$ cat src/rtl/kbd_pkg.sv
// Shared constants, FSM state type and hex helpers for the keyboard input controller.
package kbd_pkg;

    localparam logic [7:0] SC_BREAK = 8'hF0;
    localparam logic [7:0] SC_EXT   = 8'hE0;
    localparam logic [7:0] SC_BKSP  = 8'h66;
    localparam logic [7:0] ASCII_CR = 8'h0D;
    localparam logic [7:0] ASCII_BS = 8'h08;

    typedef enum logic {
        S_ACC,
        S_HOLD
    } kbd_state_t;

    function automatic logic is_hex_ascii(input logic [7:0] c);
        return ((c >= 8'h30) && (c <= 8'h39)) || ((c >= 8'h41) && (c <= 8'h46));
    endfunction

    // Letters 'A'-'F' have low nibble 1-6, so they need +9 to land on 10-15.
    function automatic logic [3:0] hex_to_nibble(input logic [7:0] c);
        if (c >= 8'h41) begin
            return c[3:0] + 4'd9;
        end
        return c[3:0];
    endfunction

endpackage

$ cat src/rtl/scancode_decoder.sv
// Combinational PS/2 Set 2 make-code translator: hex digits and Enter to ASCII, 0 otherwise.
module scancode_decoder
    import kbd_pkg::*;
(
    input  logic       clk,
    input  logic [7:0] scan_code,
    output logic [7:0] ascii
);

    always_comb begin
        ascii = 8'h00;
        case (scan_code)
            8'h45: ascii = 8'h30;
            8'h16: ascii = 8'h31;
            8'h1E: ascii = 8'h32;
            8'h26: ascii = 8'h33;
            8'h25: ascii = 8'h34;
            8'h2E: ascii = 8'h35;
            8'h36: ascii = 8'h36;
            8'h3D: ascii = 8'h37;
            8'h3E: ascii = 8'h38;
            8'h46: ascii = 8'h39;
            8'h1C: ascii = 8'h41;
            8'h32: ascii = 8'h42;
            8'h21: ascii = 8'h43;
            8'h23: ascii = 8'h44;
            8'h24: ascii = 8'h45;
            8'h2B: ascii = 8'h46;
            8'h5A: ascii = ASCII_CR;
            default: ascii = 8'h00;
        endcase
    end

    // The translator only ever produces a hex character, CR, or nothing.
    ascii_range_a: assert property (@(posedge clk)
        (ascii == 8'h00) || is_hex_ascii(ascii) || (ascii == ASCII_CR));

endmodule

$ cat src/rtl/keyboard_input_controller.sv
// Assembles PS/2 hex keystrokes into an operand behind a valid/ready handshake.
// Optional auto-repeat suppression: define KBD_CTRL_TYPEMATIC_FILTER_EN.
module keyboard_input_controller
    import kbd_pkg::*;
#(
    parameter  int DATA_W     = 32,
    parameter  int MAX_DIGITS = 8,
    localparam int CNT_W      = $clog2(MAX_DIGITS + 1)
) (
    input  logic              clk,
    input  logic              rst,
    input  logic              scan_valid,
    input  logic [7:0]        scan_code,
    input  logic              value_ready,
    output logic              value_valid,
    output logic [DATA_W-1:0] value_out,
    output logic [CNT_W-1:0]  digit_count,
    output logic              char_valid,
    output logic [7:0]        char_out
);

    kbd_state_t        state;
    logic [DATA_W-1:0] acc;
    logic              brk;
    logic              ext;
    logic [7:0]        dec_ascii;
    logic              is_prefix;
    logic              is_make;
    logic              accept_make;
    logic              key_digit;
    logic              key_enter;
    logic              key_bksp;

    scancode_decoder u_decoder (
        .clk       (clk),
        .scan_code (scan_code),
        .ascii     (dec_ascii)
    );

    assign is_prefix = (scan_code == SC_BREAK) || (scan_code == SC_EXT);
    assign is_make   = scan_valid && !is_prefix && !brk && !ext;
    assign key_digit = is_hex_ascii(dec_ascii);
    assign key_enter = (dec_ascii == ASCII_CR);
    assign key_bksp  = (scan_code == SC_BKSP);
    assign value_out = acc;

    // Prefix flags swallow exactly one following byte, whatever the FSM is doing.
    always_ff @(posedge clk or posedge rst) begin
        if (rst) begin
            brk <= 1'b0;
            ext <= 1'b0;
        end else if (scan_valid) begin
            if (scan_code == SC_BREAK) begin
                brk <= 1'b1;
            end else if (scan_code == SC_EXT) begin
                ext <= 1'b1;
            end else begin
                brk <= 1'b0;
                ext <= 1'b0;
            end
        end
    end

`ifdef KBD_CTRL_TYPEMATIC_FILTER_EN
    logic [7:0] last_make;

    assign accept_make = is_make && (scan_code != last_make);

    // 8'h00 is never a real key, so it doubles as the "no key held" marker.
    always_ff @(posedge clk or posedge rst) begin
        if (rst) begin
            last_make <= 8'h00;
        end else if (is_make) begin
            last_make <= scan_code;
        end else if (scan_valid && brk && !is_prefix && (scan_code == last_make)) begin
            last_make <= 8'h00;
        end
    end
`else
    assign accept_make = is_make;
`endif

    always_ff @(posedge clk or posedge rst) begin
        if (rst) begin
            state       <= S_ACC;
            acc         <= '0;
            digit_count <= '0;
            value_valid <= 1'b0;
            char_valid  <= 1'b0;
            char_out    <= 8'h00;
        end else begin
            char_valid <= 1'b0;
            case (state)
                S_ACC: begin
                    if (accept_make) begin
                        if (key_digit) begin
                            if (digit_count < CNT_W'(MAX_DIGITS)) begin
                                acc         <= {acc[DATA_W-5:0], hex_to_nibble(dec_ascii)};
                                digit_count <= digit_count + CNT_W'(1);
                                char_valid  <= 1'b1;
                                char_out    <= dec_ascii;
                            end
                        end else if (key_bksp) begin
                            if (digit_count != '0) begin
                                acc         <= acc >> 4;
                                digit_count <= digit_count - CNT_W'(1);
                                char_valid  <= 1'b1;
                                char_out    <= ASCII_BS;
                            end
                        end else if (key_enter) begin
                            if (digit_count != '0) begin
                                state       <= S_HOLD;
                                value_valid <= 1'b1;
                                char_valid  <= 1'b1;
                                char_out    <= ASCII_CR;
                            end
                        end
                    end
                end
                // Keystrokes arriving while the operand waits are deliberately lost.
                S_HOLD: begin
                    if (value_ready) begin
                        state       <= S_ACC;
                        acc         <= '0;
                        digit_count <= '0;
                        value_valid <= 1'b0;
                    end
                end
                default: begin
                    state       <= S_ACC;
                    value_valid <= 1'b0;
                end
            endcase
        end
    end

endmodule
$ cat config.mk
export PLATFORM = sky130hd
export DESIGN_NAME = keyboard_input_controller
export DESIGN_NICKNAME = d
export VERILOG_FILES = /design/src/rtl/kbd_pkg.sv /design/src/rtl/scancode_decoder.sv /design/src/rtl/keyboard_input_controller.sv
export SDC_FILE = /design/constraint.sdc
export NUM_CORES = 1
export LEC_CHECK = 0
export BUFFER_PORTS_ARGS = -buffer_cell sky130_fd_sc_hd__buf_4
export CAP_MARGIN = 20
export CORE_MARGIN = 1
export CORE_UTILIZATION = 44
export CTS_CLUSTER_SIZE = 10
export DETAILED_ROUTE_END_ITERATION = 8
export PLACE_DENSITY_LB_ADDON = 0.1
export SYNTH_ARGS = -nofsm -noshare
export SYNTH_HDL_FRONTEND = slang
export SYNTH_SLANG_ARGS = --single-unit
export TNS_END_PERCENT = 1
$ cat constraint.sdc
create_clock -name clk -period 4 [get_ports clk]
set_input_delay 0.4 -clock clk [delete_from_list [all_inputs] [get_ports clk]]
set_output_delay 0.4 -clock clk [all_outputs]
set_load 0.01 [all_outputs]
==> impl_metrics.py <==
metrics = {
    "timing": {
        "achievable-frequency_mhz": 276,
        "finalCritPeriodShare_pct": 90.6,
        "finalClockSkew_ns": 0.00753,
        "rsz_0062_raised_after_global_routing": "no",
        "report.final.setup_viol": 0,
        "period_needed_ns": 3.63,
        "max_slew_margin_pct": 66.1,
        "worst_slew_pin_slew_ns": 0.501,
        "totalNegativeSetupSlack_ns": 0,
        "timing_hold_violations_final": 0,
        "timing.final.max_slew_violations": 0,
    },
    "worst_setup_path": {
        "worstPathRequired_ns": 4.17,
        "timing.critical_path.slowest_cell_delay_ns": 0.69,
        "crit_path_start_kind": "input port",
        "setup.worst_path.end_class": "flip-flop",
        "crit_arrival_ns": 3.80,
        "worst-setup-path-type": "input port to flip-flop",
        "critical_path.max_fanout": 32,
        "cpMaxStageDelayCell": "or4b_2",
        "crit_chain": "buf_4, or4b_2, nor4_1, nor2_1, o211a_1, ha_1, a211oi_1, or2_2, a22o_1, nand2_2, ha_1, or2_2, a31oi_4, a21oi_2, buf_12, a221o_1",
    },
    "clock_network": {
        "tritoncts": "done",
        "clockBufferDepth": 2,
        "post_cts_buffers": 0,
        "tritoncts_num_sinks": 47,
        "cts_root_buf": "clkbuf_8",
        "htree_levels": 2,
        "cts_made_buffers": 5,
        "clkTransAtPathRegs_ns": 0.08,
        "clock_insertion_delay_worst_skew_ns": 0.29,
    },
    "cells_and_area": {
        "area_growth_syn_to_layout_pct": 24.2,
        "regArea_sq_um": 1180,
        "multi_input_comb_area_sq_um": 1450,
        "n_fill_cell": 536,
        "layout.cells.most_common_list": "63 x buf_4, 47 x dfrtp_1, 24 x and2_1, 24 x a221o_1, 16 x nand2_1",
        "final_design_area_no_fill_sq_um": 3450,
        "num_antenna_cells": 0,
        "final_common_cell": "buf_4",
        "finish.net_count": 344,
        "post_route_cells_drive_above_1_share_pct": 28.2,
        "number_of_cells_in_the_finished_layout_apart_from_fillers": 401,
    },
    "logic_synthesis": {
        "most_used_flip_flop_cell_after_synthesis": "dfrtp_1",
        "syn_inst": 270,
        "synthArstFlopShare_pct": 100,
        "yosys_register_bits": 47,
        "mappedNetlistArea_sq_um": 2780,
        "synth_fp_nets": 289,
        "yosysWarningCount": 0,
        "syn-mean-instance-area_sq_um": 10.3,
        "number_of_enable_flip_flop_cells_after_synthesis": 0,
        "ys_seq_area_share_pct": 42.3,
        "netlist-cell-type-count": 57,
    },
    "route": {
        "route.detailed.drc": 0,
        "dr_total_vias": 2330,
        "wl_per_cell_um": 16.0,
        "first_iter_violations": 254,
        "vias_per_cell": 5.81,
        "drt_pre_antenna_iters": 4,
        "final_antenna_net_count": 0,
        "wirelength_um": 6420,
    },
    "placed_design": {
        "dpl.cell_count": 391,
        "dp.final_hpwl_um": 4540,
        "dpl-instance-area_sq_um": 3290,
        "io_buffer_count": 56,
        "placer_s_final_routability_congestion_estimate": 0.873,
    },
    "power": {
        "pwr-share-comb_pct": 22.4,
        "intPower_mw": 0.915,
        "power_switching_share_pct": 26.8,
        "p_seq_share_pct": 45.2,
        "leakagePower_nw": 1.63,
        "p_per_area_nw_per_um2": 362,
        "worst_supply_voltage_drop_on_vdd_mv": 0.309,
        "switching_power_total_mw": 0.336,
        "clock_power_share_pct": 32.4,
    },
    "floorplan": {
        "floorplan.rows": 28,
        "ios": 58,
        "chipHeight_um": 81.5,
        "core-area_sq_um": 5990,
        "initial_utilization_pct": 46.4,
        "die_w_um": 81.5,
        "die-area_sq_um": 6640,
    },
    "min_path": {
        "min-delay-path-class": "input port to flip-flop",
    },
    "global_routing": {
        "grt_pass1_wl_um": 10400,
        "grt_most_used_layer": "met1",
        "globalRoute.totalOverflow": 0,
        "globalRouteMet3Util_pct": 3.78,
        "grt_use_total_pct": 20.3,
        "grt_start_max_net_pins": 48,
        "vias_in_the_first_global_route": 2068,
        "groute.layer.met1.usage_pct": 30.9,
        "antenna_violations_before_repair": 0,
        "grt_use_met2_pct": 30.0,
    },
    "status": {
        "outcome": "complete, no violations",
    },
    "flow_run": {
        "drv.max_cap_violation_count": 0,
    },
}
[cell families (layout without fill, tap and decap cells)]
family	count (synthesis)	in the layout	share of synthesized area (%)
XOR/XNOR	5	5	1.58
other	1	1	0.135
buffers and inverters	30	86	5.72
AO/OA/AOI/OAI	75	75	22.6
AND/OR/NAND/NOR	98	98	21.6
flip-flops	47	47	42.3
adder cells (fa/ha/maj)	7	7	3.42
multiplexers	7	7	2.61
[stage by stage]
stage / total power, mW / util (%) / hold WS, ns / setup WS (ns)
after floorplan: 0.741 / - / 0.463 / 0.0106
after global placement: 0.849 / 54.9 / 0.457 / 0.173
after detailed placement: 0.855 / 54.9 / 0.466 / 0.102
after CTS: 1.26 / 57.1 / 0.311 / 0.410
after global routing: 1.32 / 57.6 / 0.305 / 0.232
final: 1.25 / 57.6 / 0.323 / 0.374
[worst max-delay path, delay by kind of cell]
family | cells | cell delay, ns
adders and majority gates | 2 | 0.38
AOI/OAI and AO/OA | 6 | 1.08
and+or+nand+nor | 6 | 1.57
buffers and inverters | 2 | 0.34
[state kept, by name, indices dropped and copies added, names as in the netlist]
signal       count
brk              1
char_valid       1
ext              1
digit_count      4
char_out         6
state            1
value_out       32
value_valid      1
[cells in the mapped netlist (all sizes together) (3+ instances only)]
library cell	instances	area share, %
a21oi	8	1.6
nor2	13	2.0
nand2b	8	1.8
nand3	3	0.54
dfrtp	47	42
nor4b	4	1.3
o21ai	6	1.1
nand2	17	2.4
and2	24	5.4
a221o	24	8.6
xnor2	3	0.95
clkbuf	7	0.95
ha	6	2.7
inv	10	1.4
nor4	6	1.4
a31oi	6	1.9
or2	4	0.90
nand4b	3	0.95
a22o	7	2.2
a211oi	4	1.1
o21a	3	0.81
buf	13	3.4
mux2i	5	1.8
or3b	3	0.95
[repair_timing]
item,CTS,global route
hold buffers,0,1
hold endpoints to repair,0,2
gates resized for setup,0,0
[layout make-up]
class / instances / area share (%)
well taps: 75 / 2.72
flip-flops and latches: 47 / 34.1
clock inverters: 2 / 1.74
inverters: 10 / 1.09
multi-input cells: 193 / 42.0
clock buffers: 6 / 2.10
repair buffers: 68 / 16.3
[worst paths after layout]
kind,endpoint,from,depth (start not counted),slack (ns)
min,state,value_ready,2,0.32
min in group asynchronous,value_out[31],rst,3,0.52
max in group asynchronous,char_valid,rst,4,3.06
min reg2reg,value_valid,value_valid,2,0.49
max,value_out[27],scan_code[4],16,0.37
max reg2reg,value_out[27],state,7,1.96
[power groups by stage]
stage	registers [mW]	logic (mW)	clock network [mW]
after floorplan	0.586	0.156	0
after global placement	0.573	0.276	0
after detailed placement	0.576	0.279	0
after CTS	0.567	0.280	0.414
after global routing	0.574	0.310	0.439
final	0.566	0.280	0.405
[layer usage]
metal	routed length [um]	up-vias
li1	-	1117
met1	3230	1146
met2	2870	67
met3	321	0
met4	0	0
met5	0	-
Note: power is estimated with default switching activity, not from simulation.
